<file path="config.mk">
export PLATFORM = sky130hd
export DESIGN_NAME = adder_arbiter
export DESIGN_NICKNAME = d
export VERILOG_FILES = /design/src/rtl/adder_arbiter.sv
export SDC_FILE = /design/constraint.sdc
export NUM_CORES = 1
export LEC_CHECK = 0
export ABC_AREA = 1
export CAP_MARGIN = 20
export CORE_AREA = 3 3 116 118
export CTS_BUF_LIST = sky130_fd_sc_hd__clkbuf_16
export DETAILED_ROUTE_END_ITERATION = 8
export DIE_AREA = 0 0 119 121
export DONT_BUFFER_PORTS = 1
export HOLD_SLACK_MARGIN = 0.02
export SLEW_MARGIN = 10
export SYNTH_ARGS = -nofsm -noshare
export SYNTH_HDL_FRONTEND = slang
export SYNTH_SLANG_ARGS = --single-unit
</file>
<file path="constraint.sdc">
create_clock -name clk -period 20.7 [get_ports clk]
set_input_delay 3.105 -clock clk [delete_from_list [all_inputs] [get_ports clk]]
set_output_delay 3.105 -clock clk [all_outputs]
set_load 0.02 [all_outputs]
</file>
<file path="src/rtl/adder_arbiter.sv">
// Round-robin arbiter sharing one ripple-carry adder between NUM_REQ requesters.
// Define ADDER_ARB_PRIO0_EN to give requester 0 fixed priority over the round-robin group.

module fa32 (
    input  logic [31:0] a,
    input  logic [31:0] b,
    input  logic        cin,
    output logic [31:0] sum
);
    logic [31:0] carry;

    assign carry[0] = cin;

    for (genvar i = 0; i < 32; i++) begin : g_bit
        assign sum[i] = a[i] ^ b[i] ^ carry[i];
        if (i < 31) begin : g_carry
            assign carry[i+1] = (a[i] & b[i]) | (carry[i] & (a[i] ^ b[i]));
        end
    end
endmodule

module adder_arbiter #(
    parameter int NUM_REQ = 2
) (
    input  logic                    clk,
    input  logic                    rst_n,
    input  logic [NUM_REQ-1:0]      req_valid,
    output logic [NUM_REQ-1:0]      req_ready,
    input  logic [NUM_REQ*32-1:0]   req_a,
    input  logic [NUM_REQ*32-1:0]   req_b,
    output logic [NUM_REQ-1:0]      rsp_valid,
    input  logic [NUM_REQ-1:0]      rsp_ready,
    output logic [NUM_REQ*32-1:0]   rsp_sum
);
    localparam int PW = (NUM_REQ > 2) ? 2 : 1;

    logic [PW-1:0]      rr_ptr;
    logic [PW-1:0]      rr_next;
    logic               rr_advance;
    logic [NUM_REQ-1:0] eligible;
    logic [NUM_REQ-1:0] grant_vec;
    logic               grant_any;
    logic [PW-1:0]      grant_idx;
    logic [PW:0]        scan_wide;
    logic [PW-1:0]      scan_idx;
    logic [31:0]        add_a;
    logic [31:0]        add_b;
    logic [31:0]        add_sum;

    // A slot that is draining this cycle can accept a new sum, allowing back-to-back adds.
    assign eligible = req_valid & (~rsp_valid | rsp_ready);

    always_comb begin
        grant_any = 1'b0;
        grant_idx = '0;
        scan_wide = '0;
        scan_idx  = '0;
        for (int k = 0; k < NUM_REQ; k++) begin
            scan_wide = {1'b0, rr_ptr} + (PW+1)'(k);
            if (scan_wide >= (PW+1)'(NUM_REQ)) begin
                scan_wide = scan_wide - (PW+1)'(NUM_REQ);
            end
            scan_idx = scan_wide[PW-1:0];
            if (!grant_any && eligible[scan_idx]) begin
                grant_any = 1'b1;
                grant_idx = scan_idx;
            end
        end
`ifdef ADDER_ARB_PRIO0_EN
        if (eligible[0]) begin
            grant_any = 1'b1;
            grant_idx = '0;
        end
`endif
    end

    always_comb begin
        grant_vec = '0;
        if (grant_any && rst_n) begin
            grant_vec[grant_idx] = 1'b1;
        end
    end

    assign req_ready = grant_vec;

    always_comb begin
        add_a = '0;
        add_b = '0;
        for (int i = 0; i < NUM_REQ; i++) begin
            if (grant_idx == PW'(i)) begin
                add_a = req_a[32*i +: 32];
                add_b = req_b[32*i +: 32];
            end
        end
    end

    fa32 u_fa32 (
        .a   (add_a),
        .b   (add_b),
        .cin (1'b0),
        .sum (add_sum)
    );

    always_comb begin
        if (grant_idx == PW'(NUM_REQ - 1)) begin
            rr_next = '0;
        end else begin
            rr_next = grant_idx + PW'(1);
        end
`ifdef ADDER_ARB_PRIO0_EN
        // Fixed-priority wins by requester 0 leave the round-robin pointer alone.
        rr_advance = grant_any && (grant_idx != '0);
`else
        rr_advance = grant_any;
`endif
    end

    always_ff @(posedge clk) begin
        if (!rst_n) begin
            rr_ptr    <= '0;
            rsp_valid <= '0;
            rsp_sum   <= '0;
        end else begin
            if (rr_advance) begin
                rr_ptr <= rr_next;
            end
            for (int i = 0; i < NUM_REQ; i++) begin
                if (grant_vec[i]) begin
                    rsp_valid[i]        <= 1'b1;
                    rsp_sum[32*i +: 32] <= add_sum;
                end else if (rsp_ready[i]) begin
                    rsp_valid[i] <= 1'b0;
                end
            end
        end
    end
endmodule

</file>
==> results.yml <==
global_route:
  grt_pass1_wl_um: 15700
  grt_max_degree: 57
  track_usage_pct: 14.3
  grt_pass1_vias: 2793
  antenna_found_initial: 0
  grt_remaining_overflow: 0
synthesis:
  synth_top_area_share_pct: 36.1
  synth_commonest_cells: "nand2_1, dfxtp_1, mux2i_1, o21ai_0, fa_1"
  syn_inst: 366
  synth-seq-cells: 67
  mappedNetlistNets: 531
  synth_ff_type: "dfxtp_1"
  async_flop_share_pct: 0
  syn_area_mm2: 0.00372
  synth.area.top_cells: "dfxtp_1, fa_1, mux2i_1"
  synth_edf_count: 0
  synth_top_area_cell: "dfxtp_1"
  avgSynthCellArea_um2: 10.2
  yosysSeqAreaShare_pct: 36.1
  yosys_warnings: 0
  synth.distinct_cells: 27
  synth.most_common_cell: "nand2_1"
cts:
  holdBufCountCts: 0
  cts_sinks: 67
  cts.path.max_buffers: 2
  numCtsBuffers: 9
  h-tree-depth: 3
  post_cts_buffers: 0
  clkLatencyLatePin_ns: 0.33
  cts.clk_slew.worst_paths_ns: 0.06
  cts_tree: "built"
  root_buffer: "clkbuf_16"
  cts_resized: 0
critical_path:
  reg2reg_setup_slack_ns: 6.50
  rr_worst_depth: 45
  endpoint_kind: "register"
  critPathMostFrequentCell: "fa_1"
  path_max_fanout: 33
  worstPathRequired_ns: 20.93
  worstSetupPathType: "input port to register"
  worstPathArrival_ns: 16.76
  reg2reg_from: "rsp_valid[1]$_SDFFE_PN0P_"
  cp_slowest_cell: "fa_1"
  critical_path.max_stage_delay_ns: 0.45
  cp-start-kind: "input port"
  r2r-end: "rsp_sum[31]$_SDFFE_PN0P_"
sta:
  slew_headroom_pct: 35.2
  fin_crit_ns: 16.54
  fin_ws_ns: 4.16
  holdWs_ns: 0.497
  fmax_mhz: 60.5
  worstMarginPinSlew_ns: 0.971
  fin_worst_skew_ns: 0.00770
  finalSetupViolCount: 0
  fin_setup_tns_ns: 0
  grt_setup_unrepaired: "false"
  hold_viol: 0
  maxSlewViolCount: 0
  finalCritPeriodShare_pct: 79.9
drt:
  drc_errors: 0
  routedWlPerCell_um: 19.3
  drt_iter0_drc: 111
  drt-vias-per-instance: 4.91
  routed_wirelength_um: 10300
  first_pass_iters: 4
  antenna_left: 0
  vias: 2618
min_path:
  hold_path_startpoint: "rr_ptr$_SDFFE_PN0N_"
  min_path_type: "register to register"
  holdPathEnd: "rr_ptr$_SDFFE_PN0N_"
  hold_depth: 2
power:
  powerDensity_mw_per_mm2: 108
  p_leak_nw: 1.98
  ir_worst_vdd_v: 0.0000320
run_status:
  run_status: "completed"
place:
  place_hpwl_um: 7700
  gp_congestion: 0.736
  preCtsSetupSlack_ns: 3.80
  io_buffer_count: 0
  place_area_mm2: 0.00378
  dp_cells: 517
run:
  maxCapViolCount: 0
floorplan:
  dieWidth_um: 119
  start_util_pct: 29.6
  ios: 202
  die-area_mm2: 0.0144
  die_h_um: 121
  std_cell_rows: 41
  core-area_mm2: 0.0126
cells_and_area:
  layout-drive-gt1-share_pct: 10.5
  syn2layout_area_growth_pct: 10.2
  final_nets: 521
  design_area_mm2: 0.00410
  fin_cells: 533
  n_antenna_cell: 0
==> worst max-delay path by stage <==
stage | start | end | cells after the start
global route | req_valid[1] | rsp_sum[31]$_SDFFE_PN0P_ | 46
global placement | req_valid[1] | rsp_sum[31]$_SDFFE_PN0P_ | 46
finish | req_valid[1] | rsp_sum[31]$_SDFFE_PN0P_ | 46
CTS | req_valid[1] | rsp_sum[31]$_SDFFE_PN0P_ | 46
detailed placement | req_valid[1] | rsp_sum[31]$_SDFFE_PN0P_ | 46
floorplan | rsp_ready[0] | rsp_sum[31]$_SDFFE_PN0P_ | 48
==> registers in the layout, summed over array words and instances, names as in the netlist <==
| register | cells |
|---|---|
| rsp_valid | 2 |
| rsp_sum | 64 |
| rr_ptr | 1 |
==> critical path, delay by kind of cell <==
family,cells,cell delay (ns)
buf+inv,7,0.61
fa+ha+maj,31,11.98
simple gates,7,0.85
compound gates,1,0.17
==> cells by family after synthesis <==
logic type / after synthesis / share of synthesized area (%)
AND/OR/NAND/NOR: 87 / 9.90
AO/OA/AOI/OAI: 80 / 15.2
flip-flops: 67 / 36.1
multiplexers: 58 / 15.6
buffers and inverters: 43 / 6.73
adder cells (fa/ha/maj): 31 / 16.5
==> layer usage <==
layer	routed length (um)	track usage (%)	up-vias	part of all wire (%)
met4	171	5.21	0	1.7
met2	5150	24.5	130	50
met3	762	4.34	11	7.4
li1	-	-	1224	-
met1	4210	16.9	1253	41
met5	0	0	-	0
==> layout make-up <==
cell class,instances,area [um^2]
clock buffer,9,225
clock inverter,7,92.6
fill,1307,8470
inverter,20,75.1
multi-input combinational,256,2130
sequential,67,1340
tap,172,215
timing repair buffer,2,15.0
==> power by group <==
| part | total (W) | switching (W) | internal (W) |
|---|---|---|---|
| combinational | 0.0000958 | 0.0000548 | 0.0000410 |
| sequential | 0.000186 | 0.0000373 | 0.000148 |
| clock | 0.000163 | 0.0000580 | 0.000105 |
==> through the flow <==
stage / power, W / utilization, %
finish: 0.000445 / 32.6
detailed placement: 0.000288 / 30.1
floorplan: 0.000263 / -
global route: 0.000473 / 32.6
CTS: 0.000454 / 32.6
global placement: 0.000285 / 30.1
==> layout by cell type, fill, tap and decap left out, drive strengths merged, types with 7 or more instances in the layout <==
| master | netlist | final |
|---|---|---|
| a21oi | 14 | 14 |
| fa | 30 | 30 |
| o21ai | 41 | 41 |
| nand3 | 7 | 7 |
| o211a | 21 | 21 |
| inv | 20 | 20 |
| clkbuf | 4 | 9 |
| nand2 | 77 | 77 |
| dfxtp | 67 | 67 |
| mux2i | 58 | 58 |
(Power assumes the default switching activity.)
